--- config.mk ---
export PLATFORM = sky130hd
export DESIGN_NAME = mmio_port
export DESIGN_NICKNAME = d
export VERILOG_FILES = /design/src/rtl/mmio_port_pkg.sv /design/src/rtl/mmio_port_debouncer.sv /design/src/rtl/mmio_port.sv
export SDC_FILE = /design/constraint.sdc
export NUM_CORES = 1
export LEC_CHECK = 0
export CAP_MARGIN = 20
export CORE_UTILIZATION = 40
export CTS_CLUSTER_DIAMETER = 100
export CTS_CLUSTER_SIZE = 30
export DETAILED_ROUTE_END_ITERATION = 6
export PLACE_DENSITY_LB_ADDON = 0.12
export SLEW_MARGIN = 0
export SYNTH_ARGS = -nofsm -noshare
export SYNTH_HDL_FRONTEND = slang
export SYNTH_SLANG_ARGS = --single-unit
--- constraint.sdc ---
create_clock -name clock -period 5.95 [get_ports clock]
set_input_delay 0.8925 -clock clock [delete_from_list [all_inputs] [get_ports clock]]
set_output_delay 0.8925 -clock clock [all_outputs]
set_load 0.05 [all_outputs]
--- src/rtl/mmio_port_pkg.sv ---
// mmio_port_pkg -- shared definitions for the memory-mapped switch/display/timer port.
// Holds the register addresses and STAT bit positions. The CPU top imports this
// package as well, so both sides of the bus agree on the map.
package mmio_port_pkg;

  localparam int ADDR_RELOAD = 28;
  localparam int ADDR_STAT   = 29;
  localparam int ADDR_DISP   = 30;
  localparam int ADDR_SW     = 31;

  localparam int STAT_CHG = 0;
  localparam int STAT_TMR = 1;

  typedef enum logic [2:0] {
    REG_NONE,
    REG_RELOAD,
    REG_STAT,
    REG_DISP,
    REG_SW
  } reg_sel_e;

endpackage

--- src/rtl/mmio_port_debouncer.sv ---
// debouncer -- synchronizes and debounces a word of raw board switches.
// Ports:
//   clock, n_reset : system clock, async active-low reset
//   raw            : asynchronous switch inputs
//   deb            : debounced value
//   change         : high in the clock whose edge updates deb
// The 2-flop synchronizer output must differ from deb and stay constant for
// DEB_N clocks before deb follows it. A clean edge reaches deb 2+DEB_N clocks
// after it was applied.
module debouncer #(
  parameter int WORD_W = 8,
  parameter int DEB_N  = 4
) (
  input  logic              clock,
  input  logic              n_reset,
  input  logic [WORD_W-1:0] raw,
  output logic [WORD_W-1:0] deb,
  output logic              change
);
  import mmio_port_pkg::*;

  localparam int CW = (DEB_N > 1) ? $clog2(DEB_N + 1) : 1;

  logic [WORD_W-1:0] sync1;
  logic [WORD_W-1:0] sync2;
  logic [WORD_W-1:0] prev;
  logic [CW-1:0]     cnt;
  logic              moved;
  logic              done;

  // moved: sync2 took a new value this clock, so it has been stable for one clock.
  // Otherwise cnt+1 clocks of stability have been observed.
  assign moved  = (sync2 != prev);
  assign done   = (sync2 != deb) && (moved ? (DEB_N == 1) : (cnt == CW'(DEB_N - 1)));
  assign change = done;

  always_ff @(posedge clock or negedge n_reset) begin
    if (!n_reset) begin
      sync1 <= '0;
      sync2 <= '0;
      prev  <= '0;
      cnt   <= '0;
      deb   <= '0;
    end else begin
      sync1 <= raw;
      sync2 <= sync1;
      prev  <= sync2;
      if (sync2 == deb || done)
        cnt <= '0;
      else if (moved)
        cnt <= CW'(1);
      else
        cnt <= cnt + CW'(1);
      if (done)
        deb <= sync2;
    end
  end

endmodule

--- src/rtl/mmio_port.sv ---
// mmio_port -- memory-mapped I/O block: debounced switches, display register,
// status flags and a prescaled reload timer.
// Ports:
//   clock, n_reset : system clock, async active-low reset
//   Daddress       : CPU data address (WORD_W-OP_W bits)
//   Wdata, WE      : CPU write data and one-clock write strobe
//   RD             : one-clock read strobe, used only for read side effects
//   switches       : raw board switches
//   sel            : Daddress falls in 28..31
//   Pdata          : combinational read data, 0 when not selected
//   digits         : display register to the seven-segment decoders
// Map: 31 SW (ro), 30 DISP, 29 STAT {TMR, CHG}, 28 RELOAD.
module mmio_port #(
  parameter int WORD_W   = 8,
  parameter int OP_W     = 3,
  parameter int DEB_N    = 4,
  parameter int PRESCALE = 16
) (
  input  logic                   clock,
  input  logic                   n_reset,
  input  logic [WORD_W-OP_W-1:0] Daddress,
  input  logic [WORD_W-1:0]      Wdata,
  input  logic                   WE,
  input  logic                   RD,
  input  logic [WORD_W-1:0]      switches,
  output logic                   sel,
  output logic [WORD_W-1:0]      Pdata,
  output logic [WORD_W-1:0]      digits
);
  import mmio_port_pkg::*;

  localparam int AW = WORD_W - OP_W;
  localparam int PW = (PRESCALE > 1) ? $clog2(PRESCALE) : 1;

  localparam logic [AW-1:0] A_RELOAD = AW'(ADDR_RELOAD);
  localparam logic [AW-1:0] A_STAT   = AW'(ADDR_STAT);
  localparam logic [AW-1:0] A_DISP   = AW'(ADDR_DISP);
  localparam logic [AW-1:0] A_SW     = AW'(ADDR_SW);

  reg_sel_e          reg_sel;
  logic [WORD_W-1:0] sw_deb;
  logic              sw_change;
  logic [WORD_W-1:0] disp;
  logic [WORD_W-1:0] reload;
  logic [WORD_W-1:0] count;
  logic [PW-1:0]     pre;
  logic              chg;
  logic              tmr;

  logic wr_disp, wr_reload, wr_stat;
  logic tick, tmr_set, clr_chg, clr_tmr;

  debouncer #(
    .WORD_W (WORD_W),
    .DEB_N  (DEB_N)
  ) u_debouncer (
    .clock   (clock),
    .n_reset (n_reset),
    .raw     (switches),
    .deb     (sw_deb),
    .change  (sw_change)
  );

  always_comb begin
    reg_sel = REG_NONE;
    case (Daddress)
      A_RELOAD: reg_sel = REG_RELOAD;
      A_STAT:   reg_sel = REG_STAT;
      A_DISP:   reg_sel = REG_DISP;
      A_SW:     reg_sel = REG_SW;
      default:  reg_sel = REG_NONE;
    endcase
  end

  assign sel = (reg_sel != REG_NONE);

  always_comb begin
    Pdata = '0;
    case (reg_sel)
      REG_SW:     Pdata = sw_deb;
      REG_DISP:   Pdata = disp;
      REG_RELOAD: Pdata = reload;
      REG_STAT: begin
        Pdata[STAT_CHG] = chg;
        Pdata[STAT_TMR] = tmr;
      end
      default:    Pdata = '0;
    endcase
  end

  assign digits = disp;

  assign wr_disp   = WE && (reg_sel == REG_DISP);
  assign wr_reload = WE && (reg_sel == REG_RELOAD);
  assign wr_stat   = WE && (reg_sel == REG_STAT);

  assign tick = (pre == PW'(PRESCALE - 1));
  // A RELOAD write on the tick edge takes precedence over the tick.
  assign tmr_set = tick && !wr_reload && (count == WORD_W'(1));
  assign clr_tmr = wr_stat && Wdata[STAT_TMR];
  assign clr_chg = (wr_stat && Wdata[STAT_CHG]) || (RD && (reg_sel == REG_SW));

  always_ff @(posedge clock or negedge n_reset) begin
    if (!n_reset) begin
      disp   <= '0;
      reload <= '0;
      count  <= '0;
      pre    <= '0;
      chg    <= 1'b0;
      tmr    <= 1'b0;
    end else begin
      if (wr_disp)
        disp <= Wdata;

      if (wr_reload || tick)
        pre <= '0;
      else
        pre <= pre + PW'(1);

      // count == 0 only when RELOAD is 0, which holds the timer idle.
      if (wr_reload) begin
        reload <= Wdata;
        count  <= Wdata;
      end else if (tick && count != '0) begin
        if (count == WORD_W'(1))
          count <= reload;
        else
          count <= count - WORD_W'(1);
      end

      if (sw_change)
        chg <= 1'b1;
      else if (clr_chg)
        chg <= 1'b0;

      if (tmr_set)
        tmr <= 1'b1;
      else if (clr_tmr)
        tmr <= 1'b0;
    end
  end

endmodule

==> results of run 1 <==
## cells in the mapped netlist, drive strengths merged
master   number
nand2b        2
o22ai         1
o2bb2ai       1
nand3         8
or2           1
o211ai        1
xor2         10
nand2        36
ha            5
a22oi         5
o31a          1
a21oi         8
clkbuf        9
nor2b         1
nor4          4
o41a          1
and3b         1
and3          6
xnor2         9
inv          12
a22o          2
a31oi         3
o31ai         1
mux2i         1
a222oi        6
buf           1
nor3          7
nor2         11
o21ai         6
or3           4
o221ai        1
or4           1
nand4         2
and2          2
mux2         17
a221o         1
dfrtp        65
a211oi        2
nor3b         2
## critical path, stage by stage
cell and delay [ns]:
clkdlybuf4s50_1 0.51, nor2b_1 0.20, and2_0 0.46, a222oi_1 0.20, inv_1 0.12, clkdlybuf4s50_1 0.80
## layer usage
layer	global-route usage [%]	wire (um)	vias to the layer above	part of all wire (%)
met3	4.190	325	11	5.5
met4	10.45	136	0	2.3
met5	0	0	-	0
met1	26.81	3009	980	51
li1	-	-	994	-
met2	23.81	2465	68	42
## kinds of logic (layout without fill, tap and decap cells)
| group | count (synthesis) | count (layout) | share of synthesized area, % |
|---|---|---|---|
| fa+ha+maj | 5 | 5 | 2.190 |
| flops | 65 | 65 | 56.94 |
| xor+xnor | 19 | 19 | 5.826 |
| mux | 18 | 18 | 7.183 |
| simple gates | 88 | 88 | 14.76 |
| compound gates | 40 | 40 | 10.12 |
| buf+inv | 22 | 70 | 2.978 |
## state kept, by name (all words and copies together), names as in the netlist, 3 cells and up
name	count
u_debouncer.cnt	3
pre	4
count	8
u_debouncer.prev	8
u_debouncer.deb	8
reload	8
u_debouncer.sync1	8
u_debouncer.sync2	8
digits	8
## final cells by class
cell class                 instances  area (um2)
sequential                        65        1627
multi-input combinational        170        1145
tap                               96       120.1
fill                             628        3254
clock buffer                      10       137.6
clock inverter                     6       90.09
inverter                          12       45.04
timing repair buffer              42       412.9
## per-stage QoR
stage | area [um2] | cells
3_3_place_gp | 3349 | 385
2_1_floorplan | 2856 | 257
6_report | 3577 | 401
4_1_cts | 3577 | 401
5_1_grt | 3577 | 401
3_5_place_dp | 3349 | 385
## power groups by stage
stage	logic, mW	clock network [mW]	registers [mW]
after floorplan	0.158	0	0.607
after global placement	0.259	0	0.593
after detailed placement	0.264	0	0.593
after CTS	0.265	0.437	0.586
after global routing	0.294	0.458	0.600
final	0.262	0.428	0.586
## how the worst max path moves through the flow
stage	slack, ns	endpoint	cells past startpoint	start
floorplan	3.09	Pdata[2]	5	Daddress[0]
global placement	1.92	Pdata[7]	6	Daddress[4]
detailed placement	1.90	Pdata[7]	6	Daddress[4]
CTS	1.89	Pdata[7]	6	Daddress[4]
global route	1.73	Pdata[4]	6	Daddress[4]
finish	1.87	Pdata[6]	6	Daddress[4]
==> results_dict.tcl, run 1 <==
set metrics [dict create \
    holdCritPathClass "reg2reg" \
    switching_share_pct 30.97 \
    grt_pass1_wl_um 9991 \
    wl_per_cell_um 14.80 \
    h-tree-depth 3 \
    most-common-layout-cells "dfrtp_1, clkdlybuf4s50_1, nand2_1, mux2_2, inv_1" \
    fmax_mhz 244.9 \
    clk_latency_ns 0.35 \
    fin_util_pct 52.36 \
    crit_path_max_fanout 8 \
    reg2reg_from "count[5]$_DFFE_PN0P_" \
    p_leak_nw 1.629 \
    status "finished clean" \
    synth_cell_types 44 \
    layout.nets 330 \
    drv_slew 0 \
    intPower_mw 0.8807 \
    drc 0 \
    path_class "in2out" \
    cap_violations 0 \
    cts-buffers-inserted 9 \
    path_clk_slew_ns 0.07 \
    hold_viol 0 \
    grt_pass1_vias 1952 \
    rsz0062_at_grt "false" \
    power_density_nw_per_um2 356.6 \
    dr_total_vias 2053 \
    synth_cells 257 \
    power_frac_clock_pct 33.5 \
    cts_tree "yes" \
    hold_buffers 0 \
    setup_ws_ns 1.868 \
    hold_slack_ns 0.3489 \
    finalCriticalPeriod_ns 4.083 \
    area_growth_pct 25.23 \
    end_kind "primary output" \
    clock_sinks 65 \
    ant_nets 0 \
    cts_root_buffer "clkbuf_8" \
    final_common_cell "dfrtp_1" \
    port_buffers 41 \
    antenna_found_initial 0 \
    seq_power_share_pct 46.0 \
    reg2reg_to "count[3]$_DFFE_PN0P_" \
    hp-start "u_debouncer.sync1[3]$_DFF_PN0_" \
    finalClockSkew_ns 0.005952 \
    holdPathStages 0 \
    post-dp-hpwl_um 4136 \
    fin_tns_setup_ns 0 \
    die_h_um 86.51 \
    total_power_mw 1.276 \
    hold_end "u_debouncer.sync2[3]$_DFF_PN0_" \
    dieArea_um2 7483 \
    gp_congestion 0.8733 \
    coreArea_um2 6832 \
    syn_nets 287 \
    routed_wl_um 5936 \
    netlist_area_um2 2856 \
    drive_gt1_share_pct 12.13 \
    grt_overflow 0 \
    synth_area_per_cell_um2 11.11 \
    p_sw_mw 0.3950 \
    drt-initial-drc-count 215 \
    peakVddDrop_mv 0.1920 \
    grt_max_degree 66 \
    ys_ff_latch 65 \
    n_antenna_cell 0 \
    grt_use_total_pct 18.05 \
    die_x_um 86.51 \
    critPathLaunchType "primary input" \
    cts_buffer_depth 2 \
    synth_warnings 0 \
    min_period_over_period_pct 68.61 \
    place_ws_ns 1.897 \
    ys_seq_area_share_pct 56.94 \
    viasPerCell 5.120 \
    post_cts_resized 0 \
    setup_viol 0 \
    max_slew_margin_pct 46.22 \
    first_pass_iters 4 \
    arrival_ns 3.19 \
    synth_area_leaders "dfrtp_1, mux2_2, nand2_1, xor2_1, xnor2_1" \
    cts_setup_buffers 0 \
    synth.largest_area_cell "dfrtp_1" \
    crit_required_ns 5.06 \
    reg2reg_depth 5 \
    r2r_slack_ns 3.64 \
    comb_power_share_pct 20.5 \
    rows 30 \
    synth_top_area_share_pct 56.94 \
    ios 42 \
    worstMarginPinSlew_ns 0.8067 \
    initial_core_util_pct 41.81 \
]
Note: power is estimated with default switching activity, not from simulation.
==> run 2: changes to the inputs <==
==> constraint.sdc (replaced) <==
create_clock -name clock -period 4.1 [get_ports clock]
set_input_delay 0.615 -clock clock [delete_from_list [all_inputs] [get_ports clock]]
set_output_delay 0.615 -clock clock [all_outputs]
set_load 0.05 [all_outputs]
==> run 2 against run 1 <==
Power rose by 45%. Count of clock-buffer cells in the layout stayed put. First-iteration DRC count decreased by 24%. Routed wire length about the same. Flip-flop and latch count unchanged. Largest power group unchanged. Combinational power up 45%.
==> results_dict.tcl, run 2 (synthesis gave the netlist of run 1 again) <==
set metrics [dict create \
    crit_path_max_fanout 8 \
    viasPerCell 5.127 \
    routed_wl_um 5938 \
    p_leak_nw 1.621 \
    port_buffers 41 \
    clock_sinks 65 \
    initial_core_util_pct 41.81 \
    final_common_cell "dfrtp_1" \
    cap_violations 0 \
    area_growth_pct 25.27 \
    setup_viol 0 \
    place_ws_ns 0.6239 \
    grt_max_degree 35 \
    layout.nets 330 \
    multi_input_area_um2 1145 \
    n_antenna_cell 0 \
    hold_buffers 0 \
    post-dp-hpwl_um 4182 \
    dr_total_vias 2056 \
    max_slew_margin_pct 45.88 \
    peakVddDrop_mv 0.2214 \
    rows 30 \
    cts_buffer_depth 2 \
    drive_gt1_share_pct 12.13 \
    cts_root_buffer "clkbuf_8" \
    path_clk_slew_ns 0.07 \
    ant_nets 0 \
    r2r_slack_ns 1.79 \
    post_cts_resized 0 \
    reg2reg_from "count[5]$_DFFE_PN0P_" \
    grt_overflow 0 \
    path_class "in2out" \
    antenna_found_initial 0 \
    most-common-layout-cells "dfrtp_1, clkdlybuf4s50_1, nand2_1, mux2_2, inv_1" \
    hold_viol 0 \
    critPathLaunchType "primary input" \
    drv_slew 0 \
    ios 42 \
    finalClockSkew_ns 0.004600 \
    holdCritPathClass "in2async" \
    nFillCells 646 \
    die_x_um 86.51 \
    critPathLaunch "Daddress[4]" \
    design_area_um2 3578 \
    hold_slack_ns 0.3322 \
    dieArea_um2 7483 \
    setup_ws_ns 0.6063 \
    drc 0 \
    wl_per_cell_um 14.81 \
    cts-buffers-inserted 9 \
    rsz0062_at_grt "false" \
    drt-initial-drc-count 163 \
    fin_util_pct 52.38 \
    fin_tns_setup_ns 0 \
    grt_pass1_vias 1973 \
    crit_required_ns 3.48 \
    power_density_nw_per_um2 516.3 \
    end_kind "primary output" \
    cts_setup_buffers 0 \
    layout.area.seq_um2 1627 \
    die_h_um 86.51 \
    fmax_mhz 286.2 \
    h-tree-depth 3 \
    arrival_ns 2.88 \
    status "finished clean" \
    finalCriticalPeriod_ns 3.494 \
    grt_pass1_wl_um 9929 \
    gp_congestion 0.8598 \
    min_period_over_period_pct 85.21 \
    place_area_um2 3349 \
    worstMarginPinSlew_ns 0.8118 \
    reg2reg_depth 5 \
    reg2reg_to "count[3]$_DFFE_PN0P_" \
    clk_latency_ns 0.34 \
    grt_use_total_pct 17.72 \
    coreArea_um2 6832 \
    cts_tree "yes" \
    first_pass_iters 4 \
]
run 2: cell type report:
type | instances | area share (%)
Sequential cell | 65 | 45.45
Multi-Input combinational cell | 170 | 31.99
Timing Repair Buffer | 42 | 11.54
Clock buffer | 10 | 3.846
Tap cell | 96 | 3.357
Clock inverter | 6 | 2.552
Inverter | 12 | 1.259
run 2: critical path, cell delays in order:
cell and delay [ns]:
clkdlybuf4s50_1 0.51, nor2b_1 0.20, and2_0 0.44, a222oi_1 0.20, inv_1 0.11, clkdlybuf4s50_1 0.80
run 2: how the worst max path moves through the flow:
stage                           to  slack (ns)  cells past startpoint
final                     Pdata[7]        0.61                      6
after global routing      Pdata[4]        0.48                      6
after CTS                 Pdata[7]        0.62                      6
after detailed placement  Pdata[7]        0.62                      6
after global placement    Pdata[7]        0.63                      6
after floorplan           Pdata[2]        1.80                      5
run 2: metal layers:
| layer | GRT usage, % | wire (um) | vias to the layer above |
|---|---|---|---|
| li1 | - | - | 997 |
| met3 | 4.476 | 397 | 12 |
| met4 | 9.545 | 143 | 0 |
| met1 | 26.31 | 3035 | 977 |
| met5 | 0 | 0 | - |
| met2 | 23.45 | 2361 | 70 |
run 2: through the flow:
stage	cells	power (mW)
floorplan	257	1.110
global placement	385	1.238
detailed placement	385	1.244
CTS	401	1.866
global route	401	1.954
finish	401	1.848
run 2: where the power goes:
group          internal (mW)  switching (mW)
Combinational          0.172           0.207
Clock                  0.359           0.256
Sequential             0.745           0.108
